--- src/rtl/cr16_run_ctrl.sv ---
// cr16_run_ctrl: clock-enable run controller for the CR16 FPGA top level.
// Sequences warm-up, limit/free running, hardware breakpoints, single-step
// and hold through a registered CPU enable (the CPU clock is never gated),
// counts enabled cycles and drives a registered hex display bus.
module cr16_run_ctrl #(
    parameter int P_WARMUP_CYCLES = 1,
    parameter int P_NUM_DIGITS    = 6,
    parameter int P_COUNT_WIDTH   = 32
) (
    input  logic                      I_CLK,
    input  logic                      I_NRESET,
    input  logic [1:0]                I_MODE,
    input  logic                      I_STEP,
    input  logic [15:0]               I_MAX_PC,
    input  logic                      I_BREAK_EN,
    input  logic [15:0]               I_BREAK_PC,
    input  logic [15:0]               I_PC,
    input  logic [15:0]               I_RESULT_BUS,
    input  logic [15:0]               I_MEM_DATA_B,
    output logic                      O_CPU_ENABLE,
    output logic [2:0]                O_STATE,
    output logic [1:0]                O_HALT_REASON,
    output logic [4*P_NUM_DIGITS-1:0] O_DISPLAY_BITS,
    output logic [P_COUNT_WIDTH-1:0]  O_RUN_CYCLES
);

    localparam int DISP_W = 4 * P_NUM_DIGITS;
    localparam int WARM_W = (P_WARMUP_CYCLES < 1) ? 1 : $clog2(P_WARMUP_CYCLES + 1);
    localparam logic [WARM_W-1:0] WARM_LAST = WARM_W'(P_WARMUP_CYCLES);

    localparam logic [1:0] MODE_LIMIT = 2'b00;
    localparam logic [1:0] MODE_STEP  = 2'b01;
    localparam logic [1:0] MODE_FREE  = 2'b10;
    localparam logic [1:0] MODE_HOLD  = 2'b11;

    localparam logic [1:0] REASON_NONE  = 2'b00;
    localparam logic [1:0] REASON_LIMIT = 2'b01;
    localparam logic [1:0] REASON_BREAK = 2'b10;
    localparam logic [1:0] REASON_HOLD  = 2'b11;

    typedef enum logic [2:0] {
        ST_WARMUP     = 3'd0,
        ST_RUN        = 3'd1,
        ST_STEP_WAIT  = 3'd2,
        ST_STEP_PULSE = 3'd3,
        ST_HALT       = 3'd4
    } state_t;

    state_t              state_q, state_d;
    state_t              home_state;
    logic [1:0]          reason_q, reason_d;
    logic [WARM_W-1:0]   warm_cnt_q, warm_cnt_d;
    logic                skip_q, skip_d;
    logic                cpu_enable_q, cpu_enable_d;
    logic [DISP_W-1:0]   display_q, display_d;
    logic [P_COUNT_WIDTH-1:0] run_cycles_q, run_cycles_d;
    logic                step_sync1_q, step_sync1_d;
    logic                step_sync2_q, step_sync2_d;
    logic                step_hist_q, step_hist_d;

    logic                step_edge;
    logic                pc_over_limit;
    logic                break_hit;
    logic                resume_from_break;

    // Qualifiers shared by the state machine: key edge, limit overrun, breakpoint match.
    always_comb begin
        step_edge     = step_sync2_q & ~step_hist_q;
        pc_over_limit = (I_MODE == MODE_LIMIT) && (I_PC > I_MAX_PC);
        break_hit     = I_BREAK_EN && (I_PC == I_BREAK_PC) && !skip_q;
        home_state    = (I_MODE == MODE_STEP) ? ST_STEP_WAIT : ST_RUN;
    end

    // Next-state, halt reason, breakpoint skip flag and registered output values.
    always_comb begin
        state_d           = state_q;
        reason_d          = reason_q;
        warm_cnt_d        = warm_cnt_q;
        skip_d            = skip_q;
        resume_from_break = 1'b0;
        step_sync1_d      = I_STEP;
        step_sync2_d      = step_sync1_q;
        step_hist_d       = step_sync2_q;

        case (state_q)
            ST_WARMUP: begin
                if (warm_cnt_q == WARM_LAST) begin
                    if (I_MODE == MODE_HOLD) begin
                        state_d  = ST_HALT;
                        reason_d = REASON_HOLD;
                    end else begin
                        state_d = home_state;
                    end
                end else begin
                    warm_cnt_d = warm_cnt_q + WARM_W'(1);
                end
            end
            ST_RUN: begin
                if (I_MODE == MODE_HOLD) begin
                    state_d  = ST_HALT;
                    reason_d = REASON_HOLD;
                end else if (I_MODE == MODE_STEP) begin
                    state_d = ST_STEP_WAIT;
                end else if (pc_over_limit) begin
                    state_d  = ST_HALT;
                    reason_d = REASON_LIMIT;
                end else if (break_hit) begin
                    state_d  = ST_HALT;
                    reason_d = REASON_BREAK;
                end
            end
            ST_STEP_WAIT: begin
                if (I_MODE == MODE_HOLD) begin
                    state_d  = ST_HALT;
                    reason_d = REASON_HOLD;
                end else if ((I_MODE == MODE_LIMIT) || (I_MODE == MODE_FREE)) begin
                    state_d = ST_RUN;
                end else if (step_edge) begin
                    state_d = ST_STEP_PULSE;
                end
            end
            ST_STEP_PULSE: begin
                state_d = ST_STEP_WAIT;
            end
            ST_HALT: begin
                if (I_MODE == MODE_HOLD) begin
                    reason_d = REASON_HOLD;
                end else if (reason_q == REASON_HOLD) begin
                    state_d  = home_state;
                    reason_d = REASON_NONE;
                end else if (step_edge && !((reason_q == REASON_LIMIT) && pc_over_limit)) begin
                    state_d           = home_state;
                    reason_d          = REASON_NONE;
                    resume_from_break = (reason_q == REASON_BREAK);
                end
            end
            default: begin
                state_d = ST_WARMUP;
            end
        endcase

        if (resume_from_break) begin
            skip_d = 1'b1;
        end else if (I_PC != I_BREAK_PC) begin
            skip_d = 1'b0;
        end

        cpu_enable_d = (state_d == ST_RUN) || (state_d == ST_STEP_PULSE);

        if (state_d == ST_HALT) begin
            display_d = DISP_W'(I_MEM_DATA_B);
        end else begin
            display_d = DISP_W'({I_PC, I_RESULT_BUS});
        end

        run_cycles_d = run_cycles_q;
        if (cpu_enable_q && !(&run_cycles_q)) begin
            run_cycles_d = run_cycles_q + P_COUNT_WIDTH'(1);
        end
    end

    // All controller state, with asynchronous active-low reset.
    always_ff @(posedge I_CLK or negedge I_NRESET) begin
        if (!I_NRESET) begin
            state_q      <= ST_WARMUP;
            reason_q     <= REASON_NONE;
            warm_cnt_q   <= '0;
            skip_q       <= 1'b0;
            cpu_enable_q <= 1'b0;
            display_q    <= '0;
            run_cycles_q <= '0;
            step_sync1_q <= 1'b0;
            step_sync2_q <= 1'b0;
            step_hist_q  <= 1'b0;
        end else begin
            state_q      <= state_d;
            reason_q     <= reason_d;
            warm_cnt_q   <= warm_cnt_d;
            skip_q       <= skip_d;
            cpu_enable_q <= cpu_enable_d;
            display_q    <= display_d;
            run_cycles_q <= run_cycles_d;
            step_sync1_q <= step_sync1_d;
            step_sync2_q <= step_sync2_d;
            step_hist_q  <= step_hist_d;
        end
    end

    assign O_CPU_ENABLE   = cpu_enable_q;
    assign O_STATE        = state_q;
    assign O_HALT_REASON  = reason_q;
    assign O_DISPLAY_BITS = display_q;
    assign O_RUN_CYCLES   = run_cycles_q;

endmodule

--- config.mk ---
export PLATFORM = sky130hd
export DESIGN_NAME = cr16_run_ctrl
export DESIGN_NICKNAME = d
export VERILOG_FILES = /design/src/rtl/cr16_run_ctrl.sv
export SDC_FILE = /design/constraint.sdc
export NUM_CORES = 1
export LEC_CHECK = 0
export ABC_AREA = 1
export ABC_CLOCK_PERIOD_IN_PS = 2500
export BUFFER_PORTS_ARGS = -buffer_cell sky130_fd_sc_hd__clkbuf_2
export CORE_ASPECT_RATIO = 0.75
export CORE_MARGIN = 5
export CORE_UTILIZATION = 50
export DETAILED_ROUTE_END_ITERATION = 7
export GPL_TIMING_DRIVEN = 0
export PLACE_DENSITY = 0.9
export REMOVE_ABC_BUFFERS = 1
export SYNTH_ARGS = -nofsm -noshare
export SYNTH_HDL_FRONTEND = slang
export SYNTH_SLANG_ARGS = --single-unit
--- constraint.sdc ---
create_clock -name I_CLK -period 2.5 [get_ports I_CLK]
set_input_delay 0.125 -clock I_CLK [delete_from_list [all_inputs] [get_ports I_CLK]]
set_output_delay 0.125 -clock I_CLK [all_outputs]
set_load 0.01 [all_outputs]
### Yosys cells after proc, flatten, opt, wreduce, memory -nomap -nowiden

Index checks and enable logic that the tools add are counted.

* output and inout port bits: 62
* flip-flop bits (word level): 67
* word-level logic and storage cells: 83
* bits of input ports: 86

* multiplexer cells: 32
* order comparisons: 1
* equal/unequal tests: 19
* add/sub/neg operators: 2
* bitwise operators: 2
* reduce and logical (&&, ||, !) cells: 17

Operator list (count)
* $mux 3: 12
* $add 32x1->32 const B: 1
* $reduce_and 32->1: 1
* $mux 24: 1
* $mux 2: 10
* $eq 16x16->1: 1
* $gt 16x16->1: 1
* $ne 16x16->1: 1
* $pmux 3 s5: 1
* $eq 3x2->1 const B: 3
* $eq 2x2->1 const B: 4
* $ne 4x4->1 const B: 2
* $pmux 2 s4: 1
* $mux 1: 7
* $eq 3x1->1 const B: 2
* $eq 3x3->1 const B: 2
* $logic_and 1x1->1: 6
* $reduce_and 5->1: 1
* $eq 2x1->1 const B: 2
* $reduce_bool 4->1: 1
* $logic_not 1->1: 3
* $logic_not 3->1: 1
* $ne 3x3->1 const B: 1
* $logic_not 2->1: 1
* 6 further kinds: 7

### Longest topological paths before layout

* depth in word-level cells: 11
* mapped depth: 21
* gate-level depth less buffers: 20

### Least setup slack after synthesis

Ideal clock, no wire load.

* kind: flip-flop to flip-flop
* start point: reg run_cycles_q[0], in the netlist O_RUN_CYCLES[0]
* end point: reg run_cycles_q[17], in the netlist O_RUN_CYCLES[17]
* path buffers: 0
* stages on the path, launching flop included: 13
* clock period less this slack: 1.834 ns
* library setup time: 0.125 ns
* required time: 2.375 ns
* setup slack: 0.666 ns
* arrival: 1.709 ns
* cells stage by stage: dfrtp_1 ha_1 inv_1 nor3_1 inv_1 nor3_1 nand3_1 nand2_2 nor2_1 nand2_1 nor2_1 nand2_1 xor2_1

* longest elaborated chain between the ends: 3
* elaborated cells on any way between the ends: 4
* classes of those cells: add/sub (1); reduce/logical (3)

Ends and longest elaborated chain
* start: declaration: line 56 `logic [P_COUNT_WIDTH-1:0] run_cycles_q, run_cycles_d;`
* start signal: assignment: line 182 `run_cycles_q <= run_cycles_d;`
* branches (longest 3 deep; another with $add 32x1->32)

Parallel ways; which one is timed is not known.
A chain may end at the register's enable or synchronous reset.

### Final worst setup path

* start point: reg state_q[2], in the netlist O_STATE[2]
* end point: reg display_q[13], in the netlist O_DISPLAY_BITS[13]

* longest elaborated chain between the ends: 7
* elaborated cells on any way between the ends: 19
* classes of those cells: eq/ne (5); mux (13); reduce/logical (1)

Ends and longest elaborated chain
* start: declaration: line 49 `state_t state_q, state_d;`
* start signal: assignment: line 176 `state_q <= state_d;`
* $mux 3: line 107 `end else if (break_hit) begin`
* $mux 3: line 104 `end else if (pc_over_limit) begin`
* $mux 3: line 102 `end else if (I_MODE == MODE_STEP) begin`
* $mux 3: line 99 `if (I_MODE == MODE_HOLD) begin`
* $pmux 3 s5 *: line 85 `case (state_q)`
* $eq 3x3->1 *: line 150 `if (state_d == ST_HALT) begin`
* $mux 24 *: line 150
* named net display_d[13]: line 55 `logic [DISP_W-1:0] display_q, display_d;`
* end signal: assignment: line 181 `display_q <= display_d;`
* end: declaration: line 55

Mark *: on every way through the listed nets, which the timed path passes. The rest lies on a longest branch.

==> qor.csv <==
metric,value,unit
Synth top area share,41.98,%
sequential share of the synthesized area,41.98,%
CP endpoint kind,flip-flop,
Worst-Skew Late Latency,350,ps
CP arrival,2640,ps
cell count after synthesis,508,
cts bufs inserted,9,
CTS tree,yes,
first-pass GRT wire length,18.66,mm
Initial DRC Count,264,
status,completed,
Slew Limit Fails,0,
Crit path buffers/inverters,3,
DR vias,4072,
ant diodes,0,
hold path start,I_PC[2],
total die area,0.009894,sq mm
fin nets,788,
CP Max Fanout,17,
Area Growth Syn to Fin,32.68,%
CTS max path bufs,2,
IO buf count,147,
Top delay family on crit path,buffers and inverters,
setup ws final,135.8,ps
ys flop type,dfrtp_1,
total power,4.222,mW
drt pass-1 iters,4,
pre-CTS setup slack,261.6,ps
Setup CP Type,flip-flop to flip-flop,
Detail Route Antenna Nets,0,
hold depth,3,
global-route usage over all layers,23.58,%
Fin. Hold Viols,0,
Worst path max stage delay,550,ps
"flops & latches, synth",67,
R2R Path End,O_DISPLAY_BITS[13],
CP startpoint kind,flip-flop,
pwr dens,796.8,mW/mm^2
most common cell in the netlist,nand2_1,
htree depth,3,
gp weighted congestion,0.9272,
DIE HEIGHT,87.40,um
Synth top cells by count,"nand2_1, dfrtp_1, inv_1",
leading post-synthesis cells by cell area,"dfrtp_1, nand2_1, xor2_1",
vias in the first global route,4231,
Rel. slew slack,40.53,%
FF-to-FF Start,O_STATE[2],
initial antenna violation count,0,
Pleak,2.848,nW
Synthesis Warnings,0,
clock skew,7.487,ps
Worst Hold Slack,10.84,ps
Max Freq,423.0,MHz
average size of a mapped cell,7.862,sq um
sequence of cells on the critical path,inv_1 > nor2_1 > clkinvlp_4 > nand2_4 > nand2_1 > nand2_1 > dlygate4sd3_1,
Via density,5.122,
Max Cap Viol,0,
VDD IR max,0.5491,mV
cell taking the most area after synthesis,dfrtp_1,
post-DP HPWL,8.667,mm
crit-path most repeated cell,nand2_1,
die width,113.2,um
Setup TNS,0,ps
CTS root buf,clkbuf_8,
Post-synth EDFFs,0,
worst min-delay path category,input port to flip-flop,
per-cell routed wire length,14.30,um
hold-critical path endpoint,O_DISPLAY_BITS[18],
layout cell share with drive strength beyond 1,27.39,%
final worst path period share,94.57,%
Worst-path clk slew,70,ps
Netlist cell types,37,
flop-to-flop setup slack,140,ps
Final Setup Violations,0,
Rows,28,
global route overflow,0,
DRC Markers,0,
core area,0.007848,sq mm
R2R depth,7,
Critical Path Slowest Stage Cell,dlygate4sd3_1,
clock sink count,67,
largest net degree at the start of global routing,68,
Detailed Route WL,11.37,mm
io pins,148,
RSZ-0062 raised after global routing,no,
Post-Syn Area,0.003994,sq mm
min Tclk post-route,2364,ps
Starting Density,50.89,%
Synth async-reset ratio,100.0,%
Crit path required time,2780,ps
worst slew pin tran,892.1,ps
layout make-up:
cell class / instances / area [sq um]
inverter: 67 / 255.2
multi-input combinational: 369 / 2048
fill: 646 / 2549
clock inverter: 5 / 60.06
clock buffer: 11 / 151.4
tap: 105 / 131.4
timing repair buffer: 171 / 975.9
sequential: 67 / 1677
cell families after synthesis:
group | synth area share [%]
AOI/OAI and AO/OA | 3.665
buffers and inverters | 7.049
and+or+nand+nor | 32.77
DFF | 41.98
xor gates and xnor gates | 9.210
adders and majority gates | 5.326
sequential cells by signal, summed over array words and instances (netlist names), 2 cells and up:
name / count
O_DISPLAY_BITS: 24
O_HALT_REASON: 2
O_STATE: 3
O_RUN_CYCLES: 32
metal layers:
metal	GRT usage, %	wire, um	vias to the layer above
li1	-	-	1989
met1	27.44	4452	1894
met2	41.61	5741	161
met3	7.083	943	28
met4	8.297	228	0
met5	0	0	-
where the power goes:
part / switching [mW] / leakage, nW / total (mW) / internal (mW)
registers: 0.190 / 0.860 / 1.55 / 1.36
logic: 1.09 / 1.88 / 1.73 / 0.640
clock network: 0.423 / 0.106 / 0.941 / 0.518
total: 1.70 / 2.85 / 4.22 / 2.52
per-stage QoR:
step	instances	util [%]	instance area [sq um]
after floorplan	503	-	3964
after global placement	755	61.56	4831
after detailed placement	755	61.59	4833
after CTS	793	67.09	5265
after global routing	795	67.52	5299
final	795	67.52	5299
worst register-to-register path: stages, from the launching register on:
cell           delay (ps)
dfrtp_1               530
inv_1                 140
nor2_1                240
clkinvlp_4            370
nand2_4               330
nand2_1                80
nand2_1                60
dlygate4sd3_1         550
cell usage in the layout, fill, tap and decap left out, types with 14 or more instances in the layout:
cell type / Yosys / routed
clkbuf_2: 0 / 146
dlygate4sd3_1: 0 / 23
nand4_1: 19 / 19
nor3_1: 15 / 14
ha_1: 17 / 17
nand3_1: 30 / 30
xor2_1: 31 / 31
nand2_1: 139 / 139
dfrtp_1: 67 / 67
nor2_1: 49 / 49
inv_1: 64 / 64
worst max path at each step:
stage | startpoint | endpoint | depth (start not counted)
finish | O_STATE[2] | O_DISPLAY_BITS[13] | 7
detailed placement | I_PC[6] | O_DISPLAY_BITS[19] | 14
floorplan | O_RUN_CYCLES[0] | O_RUN_CYCLES[17] | 12
CTS | O_STATE[2] | O_DISPLAY_BITS[6] | 9
global placement | I_PC[7] | O_DISPLAY_BITS[21] | 14
global route | O_STATE[2] | O_DISPLAY_BITS[11] | 7
repair_timing:
action	4_1_cts	5_1_grt
hold endpoints to repair	83	1
gates resized for setup	0	3
endpoints found under the setup margin	0	5
buffers inserted	0	1
hold buffers	22	1
Note: power is estimated with default switching activity, not from simulation.
